<file path="config.mk">
export PLATFORM = sky130hd
export DESIGN_NAME = ocx_tlx_rcv_err_log_flat
export DESIGN_NICKNAME = d
export VERILOG_FILES = /design/src/rtl/ocx_tlx_rcv_err_log_if.sv /design/src/rtl/ocx_tlx_rcv_err_log.sv /design/src/flat_wrapper.sv
export SDC_FILE = /design/constraint.sdc
export NUM_CORES = 1
export LEC_CHECK = 0
export ABC_AREA = 1
export BUFFER_PORTS_ARGS = -buffer_cell sky130_fd_sc_hd__buf_2
export CORE_UTILIZATION = 55
export DETAILED_ROUTE_END_ITERATION = 12
export GPL_TIMING_DRIVEN = 1
export PLACE_DENSITY_LB_ADDON = 0.12
export SETUP_SLACK_MARGIN = 0.15
export SYNTH_ARGS = -nofsm -noshare
export SYNTH_HDL_FRONTEND = slang
export SYNTH_SLANG_ARGS = --single-unit
</file>
<file path="constraint.sdc">
create_clock -name tlx_clk -period 7.3 [get_ports tlx_clk]
set_clock_uncertainty 0.1 [all_clocks]
set_input_delay 0.365 -clock tlx_clk [delete_from_list [all_inputs] [get_ports tlx_clk]]
set_output_delay 0.365 -clock tlx_clk [all_outputs]
set_load 0.01 [all_outputs]
</file>
<file path="src/rtl/ocx_tlx_rcv_err_log_if.sv">
// Parser error-report and log-read bundle between the TLX receive parser side and the
// error logger.
interface ocx_tlx_rcv_err_log_if;
  logic [31:0] rcv_xmt_debug_info;
  logic        rcv_xmt_debug_valid;
  logic        rcv_xmt_debug_fatal;
  logic        log_rd_req;
  logic        log_rd_valid;
  logic [31:0] log_rd_data;
  logic        log_empty;
  logic        log_full;

  modport master (
    output rcv_xmt_debug_info,
    output rcv_xmt_debug_valid,
    output rcv_xmt_debug_fatal,
    output log_rd_req,
    input  log_rd_valid,
    input  log_rd_data,
    input  log_empty,
    input  log_full
  );

  modport slave (
    input  rcv_xmt_debug_info,
    input  rcv_xmt_debug_valid,
    input  rcv_xmt_debug_fatal,
    input  log_rd_req,
    output log_rd_valid,
    output log_rd_data,
    output log_empty,
    output log_full
  );
endinterface

</file>
<file path="src/rtl/ocx_tlx_rcv_err_log.sv">
// TLX receive error logger: FIFO of raw parser error reports plus sticky summary state
// (first error, saturating count, code map, overflow, fatal interrupt).
module ocx_tlx_rcv_err_log #(
  parameter int unsigned LOG_DEPTH = 4,
  parameter int unsigned CNT_WIDTH = 16
) (
  input  logic                 tlx_clk,
  input  logic                 reset,
  input  logic                 err_clear,
  ocx_tlx_rcv_err_log_if.slave rcv_if,
  output logic                 first_err_valid,
  output logic [31:0]          first_err_info,
  output logic [7:0]           err_code_seen,
  output logic [CNT_WIDTH-1:0] err_count,
  output logic                 log_overflow,
  output logic                 fatal_irq
);

  localparam int unsigned PtrW = $clog2(LOG_DEPTH);
  localparam int unsigned OccW = PtrW + 1;
  localparam logic [PtrW-1:0] PtrOne  = PtrW'(1);
  localparam logic [OccW-1:0] OccOne  = OccW'(1);
  localparam logic [OccW-1:0] OccFull = OccW'(LOG_DEPTH);

  logic [31:0]          mem_q [LOG_DEPTH];
  logic [PtrW-1:0]      wr_ptr_q, wr_ptr_d;
  logic [PtrW-1:0]      rd_ptr_q, rd_ptr_d;
  logic [OccW-1:0]      occ_q, occ_d;
  logic                 rd_valid_q, rd_valid_d;
  logic [31:0]          rd_data_q, rd_data_d;
  logic                 first_valid_q, first_valid_d;
  logic [31:0]          first_info_q, first_info_d;
  logic [7:0]           code_seen_q, code_seen_d;
  logic [CNT_WIDTH-1:0] count_q, count_d;
  logic                 overflow_q, overflow_d;
  logic                 fatal_q, fatal_d;

  logic                 empty, full, rpt, push, pop, drop;
  logic [3:0]           code;
  logic [7:0]           code_bit;

  assign empty = (occ_q == '0);
  assign full  = (occ_q == OccFull);
  assign rpt   = rcv_if.rcv_xmt_debug_valid;
  assign pop   = rcv_if.log_rd_req && !empty;
  // A full FIFO still takes a write when the same edge frees a slot.
  assign push  = rpt && (!full || pop);
  assign drop  = rpt && full && !pop;
  assign code  = rcv_if.rcv_xmt_debug_info[3:0];

  always_comb begin
    code_bit = 8'h01;
    if (code >= 4'd1 && code <= 4'd7) begin
      code_bit = 8'h01 << code[2:0];
    end
  end

  always_comb begin
    wr_ptr_d   = wr_ptr_q;
    rd_ptr_d   = rd_ptr_q;
    occ_d      = occ_q;
    rd_valid_d = pop;
    rd_data_d  = rd_data_q;
    if (push) begin
      wr_ptr_d = wr_ptr_q + PtrOne;
    end
    if (pop) begin
      rd_ptr_d  = rd_ptr_q + PtrOne;
      rd_data_d = mem_q[rd_ptr_q];
    end
    unique case ({push, pop})
      2'b10:   occ_d = occ_q + OccOne;
      2'b01:   occ_d = occ_q - OccOne;
      default: occ_d = occ_q;
    endcase
  end

  // Clear is applied first so a same-edge report lands on a freshly cleared summary.
  always_comb begin
    first_valid_d = err_clear ? 1'b0  : first_valid_q;
    first_info_d  = err_clear ? '0    : first_info_q;
    code_seen_d   = err_clear ? 8'h00 : code_seen_q;
    count_d       = err_clear ? '0    : count_q;
    overflow_d    = err_clear ? 1'b0  : overflow_q;
    fatal_d       = err_clear ? 1'b0  : fatal_q;
    if (rpt) begin
      if (!first_valid_d) begin
        first_valid_d = 1'b1;
        first_info_d  = rcv_if.rcv_xmt_debug_info;
      end
      code_seen_d = code_seen_d | code_bit;
      if (count_d != '1) begin
        count_d = count_d + CNT_WIDTH'(1);
      end
      fatal_d = fatal_d | rcv_if.rcv_xmt_debug_fatal;
    end
    if (drop) begin
      overflow_d = 1'b1;
    end
  end

  always_ff @(posedge tlx_clk) begin
    if (reset) begin
      wr_ptr_q      <= '0;
      rd_ptr_q      <= '0;
      occ_q         <= '0;
      rd_valid_q    <= 1'b0;
      rd_data_q     <= '0;
      first_valid_q <= 1'b0;
      first_info_q  <= '0;
      code_seen_q   <= '0;
      count_q       <= '0;
      overflow_q    <= 1'b0;
      fatal_q       <= 1'b0;
    end else begin
      wr_ptr_q      <= wr_ptr_d;
      rd_ptr_q      <= rd_ptr_d;
      occ_q         <= occ_d;
      rd_valid_q    <= rd_valid_d;
      rd_data_q     <= rd_data_d;
      first_valid_q <= first_valid_d;
      first_info_q  <= first_info_d;
      code_seen_q   <= code_seen_d;
      count_q       <= count_d;
      overflow_q    <= overflow_d;
      fatal_q       <= fatal_d;
    end
  end

  // Storage needs no reset; occupancy alone decides what is valid.
  always_ff @(posedge tlx_clk) begin
    if (!reset && push) begin
      mem_q[wr_ptr_q] <= rcv_if.rcv_xmt_debug_info;
    end
  end

  assign rcv_if.log_rd_valid = rd_valid_q;
  assign rcv_if.log_rd_data  = rd_data_q;
  assign rcv_if.log_empty    = empty;
  assign rcv_if.log_full     = full;

  assign first_err_valid = first_valid_q;
  assign first_err_info  = first_info_q;
  assign err_code_seen   = code_seen_q;
  assign err_count       = count_q;
  assign log_overflow    = overflow_q;
  assign fatal_irq       = fatal_q;

endmodule

</file>
<file path="src/flat_wrapper.sv">
// flat-port wrapper written by rule: the top's interface ports become plain ports
module ocx_tlx_rcv_err_log_flat 
#(
  parameter int unsigned LOG_DEPTH = 4,
  parameter int unsigned CNT_WIDTH = 16
)
  (tlx_clk, reset, err_clear, first_err_valid, first_err_info, err_code_seen, err_count, log_overflow, fatal_irq, rcv_if_rcv_xmt_debug_info, rcv_if_rcv_xmt_debug_valid, rcv_if_rcv_xmt_debug_fatal, rcv_if_log_rd_req, rcv_if_log_rd_valid, rcv_if_log_rd_data, rcv_if_log_empty, rcv_if_log_full);
  ocx_tlx_rcv_err_log_if rcv_if_i ();
  input  logic tlx_clk;
  input  logic reset;
  input  logic err_clear;
  output logic first_err_valid;
  output logic [31:0] first_err_info;
  output logic [7:0] err_code_seen;
  output logic [CNT_WIDTH-1:0] err_count;
  output logic log_overflow;
  output logic fatal_irq;
  input wire logic [$bits(rcv_if_i.rcv_xmt_debug_info)-1:0] rcv_if_rcv_xmt_debug_info;
  input wire logic [$bits(rcv_if_i.rcv_xmt_debug_valid)-1:0] rcv_if_rcv_xmt_debug_valid;
  input wire logic [$bits(rcv_if_i.rcv_xmt_debug_fatal)-1:0] rcv_if_rcv_xmt_debug_fatal;
  input wire logic [$bits(rcv_if_i.log_rd_req)-1:0] rcv_if_log_rd_req;
  output wire logic [$bits(rcv_if_i.log_rd_valid)-1:0] rcv_if_log_rd_valid;
  output wire logic [$bits(rcv_if_i.log_rd_data)-1:0] rcv_if_log_rd_data;
  output wire logic [$bits(rcv_if_i.log_empty)-1:0] rcv_if_log_empty;
  output wire logic [$bits(rcv_if_i.log_full)-1:0] rcv_if_log_full;
  assign rcv_if_i.rcv_xmt_debug_info = rcv_if_rcv_xmt_debug_info;
  assign rcv_if_i.rcv_xmt_debug_valid = rcv_if_rcv_xmt_debug_valid;
  assign rcv_if_i.rcv_xmt_debug_fatal = rcv_if_rcv_xmt_debug_fatal;
  assign rcv_if_i.log_rd_req = rcv_if_log_rd_req;
  assign rcv_if_log_rd_valid = rcv_if_i.log_rd_valid;
  assign rcv_if_log_rd_data = rcv_if_i.log_rd_data;
  assign rcv_if_log_empty = rcv_if_i.log_empty;
  assign rcv_if_log_full = rcv_if_i.log_full;
  ocx_tlx_rcv_err_log #(.LOG_DEPTH(LOG_DEPTH), .CNT_WIDTH(CNT_WIDTH)) u_core (.tlx_clk(tlx_clk), .reset(reset), .err_clear(err_clear), .rcv_if(rcv_if_i), .first_err_valid(first_err_valid), .first_err_info(first_err_info), .err_code_seen(err_code_seen), .err_count(err_count), .log_overflow(log_overflow), .fatal_irq(fatal_irq));
endmodule
</file>
==> results of run 1 <==
## final cells by class
type                       count  area (um2)
sequential                   227        5830
fill                        1228        5120
multi-input combinational    559        2780
timing repair buffer         158         913
clock buffer                  33         644
tap                          216         270
clock inverter                11         218
inverter                      44         168
## cells by family (layout without fill, tap and decap cells)
logic type,count (synthesis),after routing,share of synthesized area (%)
simple gates,312,312,15.3
compound gates,236,236,13.7
flops,227,227,64.8
buf+inv,99,246,4.73
fa+ha+maj,7,7,1.06
xor+xnor,4,4,0.390
## stage by stage
step	setup WS [ns]	instance area, um2	utilization, %	hold WS, ns
after floorplan	4.47	8990	-	0.356
after global placement	4.72	9740	61.1	0.349
after detailed placement	4.65	9740	61.1	0.357
after CTS	4.84	10800	67.7	0.000991
after global routing	4.59	10800	67.9	0.000222
final	4.82	10800	67.9	0.0151
## flip-flops by register name (all words and copies together) (netlist names), 2 cells and up
register,count
u_core.rcv_if.log_rd_data,32
u_core.occ_q,3
u_core.mem_q,128
u_core.wr_ptr_q,2
u_core.err_code_seen,8
u_core.first_err_info,32
u_core.err_count,16
u_core.rd_ptr_q,2
## power breakdown
group | switching, uW | internal [uW] | leakage [uW]
Combinational | 372 | 179 | 0.00185
Sequential | 54.1 | 1460 | 0.00198
Clock | 475 | 832 | 0.000414
## worst paths after layout
path | slack [ns] | cells after the start | to | from
setup / recovery | 4.82 | 10 | u_core.occ_q[2] | u_core.occ_q[0]
hold / removal | 0.02 | 1 | u_core.mem_q[2][25] | rcv_if_rcv_xmt_debug_info[25]
setup reg to reg | 4.82 | 10 | u_core.occ_q[2] | u_core.occ_q[0]
hold reg to reg | 0.37 | 2 | u_core.fatal_irq | u_core.fatal_irq
## Yosys cell counts, drive strengths merged
cell      n
nand4     5
nand3    31
nand2    70
fa        1
a211oi    3
dfxtp    99
buf      21
xnor2     1
inv      42
edfxtp  128
nand3b    1
clkbuf   34
nor3      6
ha        6
o21ai   140
a31oi    32
nor2    199
a21oi    61
xor2      3
clkinv    2
## layer usage
layer / GRT usage, % / vias up / part of all wire, %
met1: 32.9 / 3080 / 46
met2: 40.3 / 180 / 47
met3: 4.51 / 22 / 5.7
met5: 0 / - / 0
met4: 6.16 / 0 / 1.2
li1: - / 3315 / -
## what timing repair did
| item | CTS | global route |
|---|---|---|
| hold endpoints to repair | 77 | 6 |
| buffers inserted | 0 | 0 |
| hold buffers | 20 | 2 |
## worst max-delay path, delay by kind of cell, from the launching register on
family,cells,cell delay (ns)
compound gates,4,0.51
fa+ha+maj,2,0.55
buf+inv,1,0.06
flops,1,0.34
simple gates,3,0.81
==> flow_summary.ini, run 1 <==
[placed_design]
dp_hpwl_um = 11200
place_congestion = 0.792
io_buffers = 131
place_inst = 1182

[sta]
final.min_clock_period_ns = 2.48
clock.fmax_mhz = 403
finalSetupTns_ns = 0
drv_slew = 0
setup_viol = 0
worst_pin_slew_ns = 1.21
finalHoldViolCount = 0
relSlewSlack_pct = 18.9
rsz0062_at_grt = false
final.period_utilization_pct = 34.0

[drt]
vias_per_cell = 5.29
routed_wl_um = 19700
wire_per_inst_um = 15.8
drt_first_pass_iters = 4
dr_total_vias = 6597
drc = 0
postRouteAntennaNets = 0
drtIter0Drc = 371

[cells_and_area]
area_growth_pct = 20.3
layout_commonest_cell = nor2_1
drive_above_1_share_pct = 20.3
instances_no_fill = 1248
final_cell_mix = nor2_1 (183), o21ai_0 (135), buf_2 (131)
diodes = 0
nets = 1059

[setup_path]
critPathSlowestCell = nor3_1
path_max_fanout = 5
critPathMaxStageDelay_ns = 0.49
cp.arrival_ns = 2.77
startpoint_type = flip-flop
crit_chain = nor3_1 > nand2_1 > nand2_1 > ha_1 > inv_1 > fa_1 > a21oi_1 > o21ai_0 > o21ai_0 > a21oi_1
cp-end-kind = flip-flop
critPathKind = flip-flop to flip-flop
critPathRequiredTime_ns = 7.59

[clock_tree]
clk_path_buf_depth = 3
cts_buffers = 24
post_cts_resized = 0
cts_tree = done
path_clk_slew_ns = 0.06
cts.sinks = 227
h-tree-depth = 1
clock_latency_ns = 0.50
root_buffer = clkbuf_16

[yosys]
synth_area_leaders = edfxtp_1 (43%), dfxtp_1 (22%), nor2_1 (7.8%), o21ai_0 (7.5%), a21oi_1 (3.3%)
ys_ff_latch = 227
synth_cells = 885
synth_cell_types = 38
ys_warn_count = 0
synth_top_area_share_pct = 42.7
synth_nets = 930
yosysTopAreaCell = edfxtp_1
synth_seq_area_share_pct = 64.8
netlist_area_um2 = 8990
avgSynthCellArea_um2 = 10.2

[job]
cap_violations = 0

[pwr]
finalPower_uw = 3380
power-per-cell-area_nw_per_um2 = 312
leakage_uw = 0.00424
vdd_drop_max_v = 0.000196

[global_routing]
grt_pass1_wl_um = 31700
overflow = 0
grt_start_max_net_pins = 76
antenna_found_initial = 0
first_global_vias = 6203
track_usage_pct = 24.2

[die]
fp.dieH_um = 130
dieWidth_um = 130
dieArea_um2 = 16900
io_pins = 132
fp-row-count = 46
start_util_pct = 56.4
core_um2 = 15900

[run_status]
status = finished, final reports clean

[hold_path]
hold_path.class = primary input to flip-flop
No activity file was read; power rests on OpenSTA's default activity.
==> run 2: changes to the inputs <==
==> constraint.sdc (replaced) <==
create_clock -name tlx_clk -period 2.5 [get_ports tlx_clk]
set_clock_uncertainty 0.1 [all_clocks]
set_input_delay 0.125 -clock tlx_clk [delete_from_list [all_inputs] [get_ports tlx_clk]]
set_output_delay 0.125 -clock tlx_clk [all_outputs]
set_load 0.01 [all_outputs]
==> flow_summary.ini, run 2 (synthesis gave the netlist of run 1 again) <==
[setup_path]
critPathMaxStageDelay_ns = 0.37
critPathSlowestCell = fa_1
cp-startpoint = u_core.occ_q[2]
critPathRequiredTime_ns = 2.78
cp-end-kind = flip-flop
cp.arrival_ns = 2.44
r2r_cells = 11
worstSetupPathDepth = 11
path_max_fanout = 5
startpoint_type = flip-flop
path_buf_inv = 2
crit_chain = inv_1 > nor3_2 > nand2_1 > nand2_2 > ha_1 > inv_1 > fa_1 > a21oi_1 > o21ai_0 > o21ai_0 > a21oi_1
reg2reg_from = u_core.occ_q[2]
critical-path-top-delay-family = adder cells
critPathKind = flip-flop to flip-flop

[sta]
finalSetupTns_ns = 0
final.period_utilization_pct = 86.4
clock.fmax_mhz = 463
rsz0062_at_grt = false
final.min_clock_period_ns = 2.16
drv_slew = 0
setup_viol = 0
finalHoldViolCount = 0
worst_pin_slew_ns = 0.722
relSlewSlack_pct = 51.8
hold_slack_ns = 0.0316
fin_ws_ns = 0.340

[cells_and_area]
fin_area_um2 = 11000
nets = 1090
instances_no_fill = 1278
drive_above_1_share_pct = 21.5
layout_commonest_cell = nor2_1
area_growth_pct = 22.1
largest_reg_flops = 128
diodes = 0
largest-register = u_core.mem_q
final_cell_mix = nor2_1 (183), o21ai_0 (135), buf_2 (131)

[clock_tree]
postCtsSetupRepairBufs = 0
clk_path_buf_depth = 3
path_clk_slew_ns = 0.06
clock_latency_ns = 0.50
h-tree-depth = 1
cts_tree = done
cts.sinks = 227
root_buffer = clkbuf_16
cts_buffers = 23

[global_routing]
track_usage_pct = 24.5
grt_start_max_net_pins = 76
grt.busiest_layer = met2
grt_pass1_wl_um = 31700
overflow = 0
antenna_found_initial = 0
first_global_vias = 6267
grt_util_met2_pct = 41.9
use_met3_pct = 4.10
met1_usage_pct = 32.2

[die]
dieArea_um2 = 16900
dieWidth_um = 130
fp-row-count = 46
core_um2 = 15900
start_util_pct = 56.4
io_pins = 132
fp.dieH_um = 130

[job]
cap_violations = 0

[pwr]
leakage_uw = 0.00433
power-per-cell-area_nw_per_um2 = 853
vdd_drop_max_v = 0.000535

[drt]
postRouteAntennaNets = 0
wire_per_inst_um = 15.9
routed_wl_um = 20300
drt_first_pass_iters = 4
vias_per_cell = 5.26
dr_total_vias = 6720
drc = 0
drtIter0Drc = 325

[placed_design]
place_congestion = 0.835
place_inst = 1199
io_buffers = 131
dp_hpwl_um = 12200
preCtsSetupSlack_ns = 0.259
dpl_cell_area_um2 = 9880

[run_status]
status = finished, final reports clean

[hold_path]
worstHoldStart = reset
min_delay_path_depth = 3
hold_path.class = primary input to flip-flop
[run 2: cell type report]
type	instances	area, um2
timing repair buffer	190	1200
tap	216	270
multi-input combinational	559	2790
fill	1250	4970
inverter	44	168
clock buffer	31	636
clock inverter	11	86.3
sequential	227	5830
[run 2: through the flow]
stage / utilization (%) / total power, uW
6_report: 68.9 / 9360
3_3_place_gp: 62.0 / 6110
4_1_cts: 68.8 / 9430
3_5_place_dp: 62.0 / 6150
5_1_grt: 68.9 / 9820
2_1_floorplan: - / 5530
[run 2: power by group]
group	internal, uW	total, uW	leakage [uW]	switching, uW
logic	579	1690	0.00200	1110
clock network	1890	3250	0.000353	1360
registers	4270	4420	0.00198	151
total	6740	9360	0.00433	2620
[run 2: final timing paths]
kind | to | slack, ns
setup / recovery | u_core.occ_q[2] | 0.34
hold reg to reg | u_core.err_code_seen[2] | 0.36
hold / removal | u_core.rcv_if.log_rd_valid | 0.03
setup reg to reg | u_core.occ_q[2] | 0.34
[run 2: layer usage]
layer,part of all wire [%],vias to the layer above
met4,1.6,0
met1,44,3142
met5,0,-
met3,6.1,29
li1,-,3371
met2,48,178
[run 2: worst register-to-register path, delay by kind of cell, from the launching register on]
kind                       cells  cell delay, ns
AOI/OAI and AO/OA              4            0.48
buffers and inverters          2            0.15
adders and majority gates      2            0.54
DFF                            1            0.34
and+or+nand+nor                3            0.43
[run 2: timing repair]
item | CTS | global route
hold buffers | 37 | 0
endpoints found under the hold margin | 178 | 0
resized for setup | 0 | 2
endpoints found under the setup margin | 0 | 1
==> run 3: changes to the inputs <==
--- a/config.mk
+++ b/config.mk
@@ -11,6 +11,7 @@
 export DETAILED_ROUTE_END_ITERATION = 12
 export GPL_TIMING_DRIVEN = 1
 export PLACE_DENSITY_LB_ADDON = 0.12
+export RECOVER_POWER = 25
 export SETUP_SLACK_MARGIN = 0.15
 export SYNTH_ARGS = -nofsm -noshare
 export SYNTH_HDL_FRONTEND = slang
==> flow_summary.ini, run 3 (synthesis gave the netlist of run 1 again) <==
[run_status]
status = finished, final reports clean

[clock_tree]
cts_tree = done
cts.sinks = 227
clk_path_buf_depth = 3
path_clk_slew_ns = 0.06
h-tree-depth = 1
cts_buffers = 23
root_buffer = clkbuf_16
postCtsSetupRepairBufs = 0
clock_latency_ns = 0.50

[die]
core_um2 = 15900
dieArea_um2 = 16900
io_pins = 132
fp.dieH_um = 130
dieWidth_um = 130
fp-row-count = 46
start_util_pct = 56.4

[sta]
final.min_clock_period_ns = 2.17
clock.fmax_mhz = 461
drv_slew = 0
setup_viol = 0
hold_slack_ns = 0.0332
worst_pin_slew_ns = 0.730
rsz0062_at_grt = false
finalHoldViolCount = 0
final.period_utilization_pct = 86.7
relSlewSlack_pct = 51.3

[drt]
dr_total_vias = 6731
drt_first_pass_iters = 5
vias_per_cell = 5.27
postRouteAntennaNets = 0
drtIter0Drc = 313
drc = 0
wire_per_inst_um = 15.9
routed_wl_um = 20300

[job]
cap_violations = 0

[pwr]
p_clk_share_pct = 34.7
seqPwrFrac_pct = 47.3
p_comb_share_pct = 18.0
p_int_uw = 6740
finalPower_uw = 9360
p_sw_share_pct = 28.0
power-per-cell-area_nw_per_um2 = 855
vdd_drop_max_v = 0.000535
leakage_uw = 0.00425
p_sw_uw = 2620

[setup_path]
rr_endpoint = u_core.occ_q[2]
crit_chain = inv_1 > nor3_2 > nand2_1 > nand2_2 > ha_1 > inv_1 > fa_1 > a21oi_1 > o21ai_0 > o21ai_0 > a21oi_1
cp-end-kind = flip-flop
critPathRequiredTime_ns = 2.78
cp.arrival_ns = 2.45
reg2reg_from = u_core.occ_q[2]
critPathSlowestCell = fa_1
regToRegSetupSlack_ns = 0.33
critPathMaxStageDelay_ns = 0.37
critical-path-top-delay-family = adder cells
path_buf_inv = 2
critPathKind = flip-flop to flip-flop
path_max_fanout = 5
r2r_cells = 11
startpoint_type = flip-flop

[placed_design]
io_buffers = 131
dp_hpwl_um = 12200
place_congestion = 0.835

[global_routing]
grt_start_max_net_pins = 76
overflow = 0
antenna_found_initial = 0
track_usage_pct = 24.5
first_global_vias = 6267
grt_pass1_wl_um = 31700

[cells_and_area]
largest-register = u_core.mem_q
layout_commonest_cell = nor2_1
area_growth_pct = 21.7
fin_util_pct = 68.6
multiInputGateArea_um2 = 2790
regArea_um2 = 5830
final_cell_mix = nor2_1 (183), o21ai_0 (135), edfxtp_1 (128)
nets = 1090
drive_above_1_share_pct = 18.8
diodes = 0
largest_reg_flops = 128
fillerInstances = 1266

[hold_path]
hold_path.class = primary input to flip-flop
min_delay_path_depth = 3
worst_hold_path.endpoint = u_core.rcv_if.log_rd_valid
worstHoldStart = reset
-- run 3: area by class of cell --
| type | count | share of cell area [%] |
|---|---|---|
| sequential | 227 | 53.3 |
| clock buffer | 31 | 5.81 |
| inverter | 44 | 1.53 |
| multi-input combinational | 559 | 25.5 |
| timing repair buffer | 190 | 10.7 |
| clock inverter | 11 | 0.789 |
| tap | 216 | 2.47 |
-- run 3: how the worst max path moves through the flow --
stage	from	end	slack, ns	depth (start not counted)
floorplan	reset	u_core.mem_q[0][0]	-0.09	5
global placement	u_core.occ_q[0]	u_core.occ_q[2]	0.37	10
detailed placement	u_core.occ_q[2]	u_core.occ_q[2]	0.26	11
CTS	u_core.occ_q[2]	u_core.occ_q[2]	0.24	11
global route	u_core.occ_q[2]	u_core.occ_q[2]	0.16	11
finish	u_core.occ_q[2]	u_core.occ_q[2]	0.33	11
-- run 3: metrics by stage --
step	instance area (um2)	worst slack [ns]	std cells	setup TNS [ns]
2_1_floorplan	8990	-0.0865	885	-11.08
3_3_place_gp	9880	0.370	1199	0
3_5_place_dp	9880	0.259	1199	0
4_1_cts	11000	0.241	1278	0
5_1_grt	10900	0.163	1278	0
6_report	10900	0.331	1278	0
-- run 3: layer usage --
| layer | global-route usage [%] | share of wire (%) | vias to the layer above |
|---|---|---|---|
| met3 | 4.10 | 5.3 | 29 |
| met1 | 32.2 | 45 | 3171 |
| met5 | 0 | 0 | - |
| met2 | 41.9 | 48 | 165 |
| li1 | - | - | 3366 |
| met4 | 7.18 | 1.6 | 0 |
-- run 3: worst min-delay path, delay by kind of cell --
| family | cells | cell delay (ns) |
|---|---|---|
| simple gates | 1 | 0.12 |
| buf+inv | 2 | 0.35 |
-- run 3: timing repair --
| item | CTS | global route |
|---|---|---|
| hold buffers | 37 | 0 |
| resized for setup | 0 | 2 |
| endpoints found under the setup margin | 0 | 1 |
| hold endpoints to repair | 178 | 0 |
-- run 3: power by group through the flow --
| stage | Clock [uW] | Combinational (uW) | Sequential [uW] |
|---|---|---|---|
| after global placement | 0 | 1630 | 4490 |
| after detailed placement | 0 | 1650 | 4500 |
| final | 3250 | 1690 | 4420 |
| after CTS | 3310 | 1700 | 4420 |
| after floorplan | 0 | 946 | 4580 |
| after global routing | 3460 | 1900 | 4460 |
